[config.mk]
export PLATFORM = sky130hd
export DESIGN_NAME = dmem_arbiter
export DESIGN_NICKNAME = d
export VERILOG_FILES = /design/src/rtl/dmem_arbiter.sv
export SDC_FILE = /design/constraint.sdc
export NUM_CORES = 1
export LEC_CHECK = 0
export CAP_MARGIN = 0
export CORE_AREA = 5 5 112 114
export CTS_CLUSTER_DIAMETER = 30
export CTS_CLUSTER_SIZE = 16
export DETAILED_ROUTE_END_ITERATION = 8
export DIE_AREA = 0 0 117 119
export GPL_TIMING_DRIVEN = 0
export PLACE_DENSITY = 0.65
export SLEW_MARGIN = 10
export SYNTH_ARGS = -nofsm -noshare
export SYNTH_HDL_FRONTEND = slang
export SYNTH_SLANG_ARGS = --single-unit
[constraint.sdc]
create_clock -name clk -period 4.4 [get_ports clk]
set_clock_uncertainty 0.05 [all_clocks]
set_input_delay 0.66 -clock clk [delete_from_list [all_inputs] [get_ports clk]]
set_output_delay 0.66 -clock clk [all_outputs]
set_load 0.1 [all_outputs]
[src/rtl/dmem_arbiter.sv]
// -----------------------------------------------------------------------------
// dmem_arbiter
//
// Shares the single-port data memory between the pipeline memory stage (CPU
// port) and a DMA/debug port. The CPU normally has priority. A starvation
// counter forces the DMA to win once STARVE_LIMIT CPU accesses have completed
// while the DMA was waiting. Accesses that need more than one cycle are
// sequenced by a down-counter. Nothing can preempt an access once it has
// started.
//
// Parameters
//   WAIT_CYCLES   memory access latency in cycles (1..15)
//   STARVE_LIMIT  CPU completions tolerated while DMA waits (1..15)
//
// Ports
//   clk, rst            clock (rising edge), async active-low reset
//   cpu_req/we/addr/wdata   memory-stage access request
//   cpu_rdata           load data, valid in the CPU completion cycle
//   cpu_stall           holds the pipeline until the CPU access completes
//   dma_req/we/addr/wdata   DMA request, held stable until dma_ack
//   dma_ack, dma_rdata  one-cycle completion strobe and its read data
//   mem_en/we/addr/wdata    data memory drive
//   mem_rdata           combinational read data from the data memory
//
// FSM states
//   state        | meaning
//   -------------+------------------------------------------------------------
//   ST_IDLE      | no access latched; arbitrate combinationally and start one
//   ST_BUSY_CPU  | CPU access in flight, cnt_q = cycles left including this one
//   ST_BUSY_DMA  | DMA access in flight, cnt_q = cycles left including this one
// -----------------------------------------------------------------------------
module dmem_arbiter #(
    parameter int WAIT_CYCLES  = 1,
    parameter int STARVE_LIMIT = 4
) (
    input  logic        clk,
    input  logic        rst,

    input  logic        cpu_req,
    input  logic        cpu_we,
    input  logic [31:0] cpu_addr,
    input  logic [31:0] cpu_wdata,
    output logic [31:0] cpu_rdata,
    output logic        cpu_stall,

    input  logic        dma_req,
    input  logic        dma_we,
    input  logic [31:0] dma_addr,
    input  logic [31:0] dma_wdata,
    output logic        dma_ack,
    output logic [31:0] dma_rdata,

    output logic        mem_en,
    output logic        mem_we,
    output logic [31:0] mem_addr,
    output logic [31:0] mem_wdata,
    input  logic [31:0] mem_rdata
);

    typedef enum logic [1:0] {
        ST_IDLE     = 2'd0,
        ST_BUSY_CPU = 2'd1,
        ST_BUSY_DMA = 2'd2
    } state_t;

    // In IDLE the first access cycle is spent arbitrating. The counter
    // therefore only has to cover the remaining WAIT_CYCLES-1 cycles.
    localparam logic [3:0] CNT_LOAD     = 4'(WAIT_CYCLES - 1);
    localparam logic [3:0] STARVE_MAX   = 4'(STARVE_LIMIT);
    localparam logic [3:0] STARVE_SAT   = 4'hF;
    localparam bit         SINGLE_CYCLE = (WAIT_CYCLES == 1);

    state_t      state_q, state_d;
    logic [3:0]  cnt_q, cnt_d;
    logic [3:0]  starve_q, starve_d;

    logic        dma_win;
    logic        cpu_win;
    logic        owner_cpu;
    logic        owner_dma;
    logic        complete;
    logic        cpu_done;
    logic        dma_done;
    logic        owner_we;
    logic [31:0] owner_addr;
    logic [31:0] owner_wdata;

    // -------------------------------------------------------------------------
    // Arbitration, owner selection and completion detection
    // -------------------------------------------------------------------------
    always_comb begin
        dma_win   = 1'b0;
        cpu_win   = 1'b0;
        owner_cpu = 1'b0;
        owner_dma = 1'b0;
        complete  = 1'b0;

        case (state_q)
            ST_IDLE: begin
                dma_win   = dma_req && (!cpu_req || (starve_q == STARVE_MAX));
                cpu_win   = cpu_req && !dma_win;
                owner_cpu = cpu_win;
                owner_dma = dma_win;
                complete  = SINGLE_CYCLE && (cpu_win || dma_win);
            end
            ST_BUSY_CPU: begin
                owner_cpu = 1'b1;
                complete  = (cnt_q == 4'd1);
            end
            ST_BUSY_DMA: begin
                owner_dma = 1'b1;
                complete  = (cnt_q == 4'd1);
            end
            default: begin
            end
        endcase

        cpu_done = owner_cpu && complete;
        dma_done = owner_dma && complete;
    end

    always_comb begin
        owner_we    = 1'b0;
        owner_addr  = 32'h0;
        owner_wdata = 32'h0;
        if (owner_cpu) begin
            owner_we    = cpu_we;
            owner_addr  = cpu_addr;
            owner_wdata = cpu_wdata;
        end else if (owner_dma) begin
            owner_we    = dma_we;
            owner_addr  = dma_addr;
            owner_wdata = dma_wdata;
        end
    end

    // -------------------------------------------------------------------------
    // Next state, wait-state counter and starvation counter
    // -------------------------------------------------------------------------
    always_comb begin
        state_d = state_q;
        cnt_d   = cnt_q;

        case (state_q)
            ST_IDLE: begin
                if (!SINGLE_CYCLE) begin
                    if (cpu_win) begin
                        state_d = ST_BUSY_CPU;
                        cnt_d   = CNT_LOAD;
                    end else if (dma_win) begin
                        state_d = ST_BUSY_DMA;
                        cnt_d   = CNT_LOAD;
                    end
                end
            end
            ST_BUSY_CPU, ST_BUSY_DMA: begin
                cnt_d = cnt_q - 4'd1;
                if (cnt_q == 4'd1) begin
                    state_d = ST_IDLE;
                end
            end
            default: begin
                state_d = ST_IDLE;
                cnt_d   = 4'd0;
            end
        endcase
    end

    // The counter only tracks CPU wins that happen while the DMA is actually
    // waiting. As soon as the DMA request drops, or the DMA gets its access,
    // the count starts over.
    always_comb begin
        starve_d = starve_q;
        if (!dma_req || dma_done) begin
            starve_d = 4'd0;
        end else if (cpu_done && (starve_q != STARVE_SAT)) begin
            starve_d = starve_q + 4'd1;
        end
    end

    always_ff @(posedge clk or negedge rst) begin
        if (!rst) begin
            state_q  <= ST_IDLE;
            cnt_q    <= 4'd0;
            starve_q <= 4'd0;
        end else begin
            state_q  <= state_d;
            cnt_q    <= cnt_d;
            starve_q <= starve_d;
        end
    end

    // -------------------------------------------------------------------------
    // Outputs: combinational, forced quiet while reset is asserted so that an
    // aborted access can never leak a write strobe.
    // -------------------------------------------------------------------------
    always_comb begin
        mem_en    = 1'b0;
        mem_we    = 1'b0;
        mem_addr  = 32'h0;
        mem_wdata = 32'h0;
        cpu_stall = 1'b0;
        cpu_rdata = 32'h0;
        dma_ack   = 1'b0;
        dma_rdata = 32'h0;

        if (rst) begin
            mem_en    = owner_cpu || owner_dma;
            mem_we    = owner_we && complete;
            mem_addr  = owner_addr;
            mem_wdata = owner_wdata;
            cpu_stall = cpu_req && !cpu_done;
            cpu_rdata = cpu_done ? mem_rdata : 32'h0;
            dma_ack   = dma_done;
            dma_rdata = dma_done ? mem_rdata : 32'h0;
        end
    end

endmodule

==> out/qor.yml, run 1 <==
max_freq_mhz: 236.6
p_leak_nw: 1.787
fin_area_um2: 4599
gp_congestion: 0.8400
h-tree-depth: 1
rsz0062_at_grt: "false"
min_period_ps: 4227
hold_viol: 0
nNetsFinal: 649
endpoint_kind: "primary output"
grt_max_degree: 11
antenna_found_initial: 0
ant_nets: 0
slowest_delay_ps: 1130
largest_register: "starve_q"
whs_ps: 559.8
grt_overflow: 0
largest_reg_flops: 4
setup_violations: 0
drive_above_1_share_pct: 5.219
power.density_nw_per_um2: 208.4
start_util_pct: 12.19
synth-compound-area-share_pct: 46.51
run_status: "finished, final reports clean"
synth_enable_flop_cells: 0
crit_fanout: 10
clock_path_buffers: 2
crit_arrival_ps: 3520
synth_cell_types: 24
worstPathRequired_ps: 3690
synth_top_area_share_pct: 41.25
ys_top_cells_by_area: "a22o_1 41%, and2_1 29%, dfrtp_1 7.3%"
fin_ws_ps: 172.9
cts.reportedPaths.clkPinSlew_ps: 30
maxSlewViolCount: 0
die_h_um: 119
die_area_um2: 13920
synthAdderAreaFrac_pct: 1.813
crit_chain: "clkdlybuf4s50_1, nand2_1, a21oi_4, buf_4, buf_4, a22o_1, clkdlybuf4s50_1"
synthFlopType: "dfrtp_1"
vias: 2595
slew_headroom_pct: 30.90
critPathLaunchType: "primary input"
drt_wl_total_mm: 12.54
final_common_cell: "clkdlybuf4s50_1"
top_regs: "starve_q: 4 flops"
core_um2: 11320
synthMuxAreaShare_pct: 0.7253
viasPerCell: 4.172
finalPower_w: 0.0009587
yosysTopAreaCell: "a22o_1"
synth_top_family_by_area: "compound AO/OA/AOI/OAI gates"
layout_common_cells: "295 x clkdlybuf4s50_1, 65 x and2_1, 65 x a22o_1, 13 x buf_2, 6 x buf_4"
port_buffers: 296
path_class: "in -> out"
clock_latency_ps: 220
cts_sinks: 4
synth_seq_area_share_pct: 7.253
synth.avg_cell_area_um2: 7.667
groute.usage.overall_pct: 16.16
wire_per_inst_um: 20.16
cts_root_buf: "clkbuf_16"
synth_cells: 180
synth_area_um2: 1380
ys_warn_count: 0
drv_cap: 0
cts_hold_buf: 0
grt_pass1_vias: 2673
synth-seq-cells: 4
worst_slew_pin_slew_ps: 1033
first_pass_iters: 4
fin_tns_setup_ps: 0
vdd_ir_drop_max_mv: 0.1852
first_iter_violations: 136
hold_class: "reg -> reg"
dp_hpwl_mm: 11.06
multi_input_area_um2: 1151
post-place-ws_ps: 106.4
synthArstFlopShare_pct: 100.0
placed_area_um2: 4522
drc: 0
grt_pass1_wl_mm: 17.49
fillers: 1138
syn-num-nets: 348
fin_crit_sh_pct: 96.07
pin_count: 298
crit_slowest_cell: "clkdlybuf4s50_1"
synthSimpleGateAreaFrac_pct: 34.36
cts_setup_buffers: 0
die_x_um: 117
n_antenna_cell: 0
cts_buffers: 3
rows: 39
regArea_um2: 100.1
cts_tree: "yes"
syn_to_final_growth_pct: 233.3
synth_xor_xnor_area_share_pct: 0
## path summary, 6_finish.rpt
kind / to / from / cells after the start / slack, ps
max in group asynchronous: starve_q[0] / rst / 1 / 3430
setup reg to reg: starve_q[2] / starve_q[0] / 5 / 2890
setup / recovery: mem_addr[26] / rst / 7 / 170
min in group asynchronous: starve_q[3] / rst / 1 / 640
hold reg to reg: starve_q[1] / starve_q[1] / 2 / 560
hold / removal: starve_q[1] / starve_q[1] / 2 / 560
## per-stage QoR
stage	cells	util, %
6_report	622	40.63
5_1_grt	622	40.63
4_1_cts	622	40.61
3_5_place_dp	619	39.94
3_3_place_gp	619	39.94
2_1_floorplan	180	-
## where the power goes
part	internal, W	total, W	switching, W
clock	0.000116	0.000142	0.0000255
combinational	0.000261	0.000779	0.000517
sequential	0.0000377	0.0000385	0.000000843
## cell families after synthesis
logic type,count (synthesis)
AOI/OAI and AO/OA,72
muxes,1
adders and majority gates,2
DFF,4
buffers and inverters,24
and+or+nand+nor,77
## cell usage after synthesis (all sizes together) (2+ instances only)
library cell and n:
a31oi 2, and2 65, dfrtp 4, buf 19, inv 3, nand3 3
nand4 2, a22o 65, a21oi 2, clkbuf 2, nand2 2, ha 2
## worst max-delay path, delay by kind of cell
| kind | cells | cell delay [ps] |
|---|---|---|
| AO/OA/AOI/OAI | 2 | 490 |
| buffers and inverters | 4 | 2220 |
| AND/OR/NAND/NOR | 1 | 140 |
## per-layer routing
| metal | track usage, % | part of all wire, % | up-vias |
|---|---|---|---|
| met3 | 2.637 | 7.8 | 13 |
| met2 | 30.16 | 53 | 111 |
| met5 | 0 | 0 | - |
| li1 | - | - | 1272 |
| met1 | 19.23 | 38 | 1199 |
| met4 | 3.011 | 1.5 | 0 |
## cell type report
cell class / count / share of cell area (%)
buffer: 21 / 2.557
clock buffer: 3 / 1.632
inverter: 3 / 0.2448
multi-input combinational: 152 / 25.03
sequential: 4 / 2.176
tap: 143 / 3.890
timing repair buffer: 296 / 64.47
## repair_timing
item,CTS,global route
gates resized for setup,0,1
setup endpoints to repair,0,1
endpoints found under the hold margin,0,0
No activity file was read; power rests on OpenSTA's default activity.
==> run 2: changes to the inputs <==
SLEW_MARGIN = 5   (was 10)
clock period = 5.5 ns   (was 4.4 ns; I/O delays follow)
==> run 2 against run 1 <==
  * Combinational power fell by 20%
  * Final cell count is the same
  * Highest routed layer unchanged
  * Critical path type unchanged
  * Sequential cell count did not move
  * Worst setup slack improved by 760 ps
  * Largest power group unchanged
  * Non-clock buffer count unchanged
  * Die area stayed put
==> out/qor.yml, run 2 (same netlist as run 1, synthesis figures left out) <==
postCtsResizedCells: 0  # unchanged
crit_fanout: 10  # unchanged
drv_cap: 0  # unchanged
r2r-start: "starve_q[0]"  # unchanged
pin_count: 298  # unchanged
ant_nets: 0  # unchanged
grt_max_degree: 11  # unchanged
clock_path_buffers: 2  # unchanged
hold-path-cell-count: 2  # unchanged
reg2reg_setup_slack_ps: 3990  # was 2890 ps
groute.usage.overall_pct: 16.16  # unchanged
max_freq_mhz: 219.0
drt-met1-wl_mm: 4.713  # was 4.717 mm
antenna_found_initial: 0  # unchanged
fin_tns_setup_ps: 0  # unchanged
drive_above_1_share_pct: 5.219  # unchanged
cts_sinks: 4  # unchanged
cts_hold_buf: 0  # unchanged
h-tree-depth: 1  # unchanged
p_sw_w: 0.0004349  # was 0.0005434 W
rr_worst_depth: 5  # unchanged
grt_pass1_vias: 2673  # unchanged
maxSlewViolCount: 0  # unchanged
fin_crit_sh_pct: 83.04
port_buffers: 296  # unchanged
crit_arrival_ps: 3690  # was 3520 ps
run_status: "finished, final reports clean"  # unchanged
die_h_um: 119  # unchanged
die_area_um2: 13920  # unchanged
hold_class: "reg -> reg"  # unchanged
largest_register: "starve_q"  # unchanged
viasPerCell: 4.185  # was 4.172
power.density_nw_per_um2: 166.9  # was 208.4 nW/µm²
first_iter_violations: 133  # was 136
top_regs: "starve_q: 4 flops"  # unchanged
core_um2: 11320  # unchanged
p_comb_share_pct: 81.2  # about the same
gp_congestion: 0.8400  # unchanged
clock_latency_ps: 220  # about the same
internal-power_w: 0.0003322  # was 0.0004153 W
worst_slew_pin_slew_ps: 1033  # about the same
clock_power_share_pct: 14.8  # about the same
vias: 2603  # was 2595
post-place-ws_ps: 876.4  # was 106.4 ps
endpoint_kind: "primary output"  # unchanged
n_antenna_cell: 0  # unchanged
swShare_pct: 56.69  # was 56.68%
min_period_ps: 4567
start_util_pct: 12.19  # unchanged
slew_headroom_pct: 30.90  # about the same
syn_to_final_growth_pct: 233.1  # was 233.3%
grt_pass1_wl_mm: 17.49  # unchanged
die_x_um: 117  # unchanged
drt_wl_total_mm: 12.56  # was 12.54 mm
cts_tree: "yes"  # unchanged
vdd_ir_drop_max_mv: 0.1479  # was 0.1852 mV
wire_per_inst_um: 20.19  # was 20.16 µm
largest_reg_flops: 4  # unchanged
worstPathRequired_ps: 4620  # was 3690 ps
setup_violations: 0  # unchanged
cts.reportedPaths.clkPinSlew_ps: 30  # about the same
grt_overflow: 0  # unchanged
cts_setup_buffers: 0  # unchanged
fin_ws_ps: 933.0  # was 172.9 ps
hold_viol: 0  # unchanged
critPathLaunchType: "primary input"  # unchanged
rows: 39  # unchanged
rsz0062_at_grt: "false"  # unchanged
dp_hpwl_mm: 11.06  # unchanged
reg2reg_to: "starve_q[2]"  # unchanged
hold_end: "starve_q[1]"  # unchanged
p_leak_nw: 1.769  # was 1.787 nW
nNetsFinal: 649  # unchanged
final_common_cell: "clkdlybuf4s50_1"  # unchanged
pwr-share-seq_pct: 4.0  # about the same
cts_root_buf: "clkbuf_16"  # unchanged
layout_common_cells: "296 x clkdlybuf4s50_1, 65 x and2_1, 65 x a22o_1, 13 x buf_2, 6 x buf_4"  # was 295 x clkdlybuf4s50_1, 65 x and2_1, 65 x a22o_1, 13 x buf_2, 6 x buf_4
wl_met2_mm: 6.666  # was 6.650 mm
cts_buffers: 3  # unchanged
path_class: "in -> out"  # unchanged
first_pass_iters: 4  # unchanged
dr_wl_met3_um: 983  # was 977 µm
drc: 0  # unchanged
top_layer: "met4"  # unchanged
min_from: "starve_q[1]"  # unchanged
run 2: per-stage QoR:
| stage | util, % | instance area [µm²] | hold slack [ps] | total power (W) | cells |
|---|---|---|---|---|---|
| global route | 40.61 | 4597 | 582.3 | 0.0007902 | 622 |
| detailed placement | 39.94 | 4522 | 550.5 | 0.0006551 | 619 |
| global placement | 39.94 | 4522 | 532.6 | 0.0006521 | 619 |
| finish | 40.61 | 4597 | 556.9 | 0.0007671 | 622 |
| floorplan | - | 1380 | 479.4 | 0.0004268 | 180 |
| CTS | 40.61 | 4597 | 556.4 | 0.0007734 | 622 |
run 2: worst max-delay path by stage:
stage               slack (ps)             to    start  depth (start not counted)
global route               770      cpu_stall      rst                          7
detailed placement         880   mem_addr[26]      rst                          7
global placement           920   dma_rdata[1]      rst                          7
CTS                        870   mem_addr[26]      rst                          7
floorplan                 2120  dma_rdata[22]  cpu_req                          4
finish                     930      cpu_stall      rst                          7
run 2: cell type report:
class	count	area, µm²
buffer	21	117.6
clock buffer	3	75.07
fill	1136	6724
inverter	3	11.26
multi-input combinational	152	1151
sequential	4	100.1
tap	143	178.9
timing repair buffer	296	2963
run 2: per-layer routing:
layer / GRT usage [%] / up-vias
met5: 0 / -
met3: 2.637 / 13
li1: - / 1270
met2: 30.16 / 113
met1: 19.23 / 1207
met4: 3.011 / 0
run 2: power by group through the flow:
stage	clock (W)	combinational [W]	sequential, W
2_1_floorplan	0	0.000396	0.0000310
3_3_place_gp	0	0.000621	0.0000310
3_5_place_dp	0	0.000624	0.0000311
4_1_cts	0.000116	0.000626	0.0000308
5_1_grt	0.000119	0.000640	0.0000309
6_report	0.000113	0.000623	0.0000308
run 2: critical path: stages:
cell and delay (ps):
clkdlybuf4s50_1 640, nand2_1 140, a21oi_4 340, buf_4 250
buf_4 200, and2_1 150, clkdlybuf4s50_1 1130
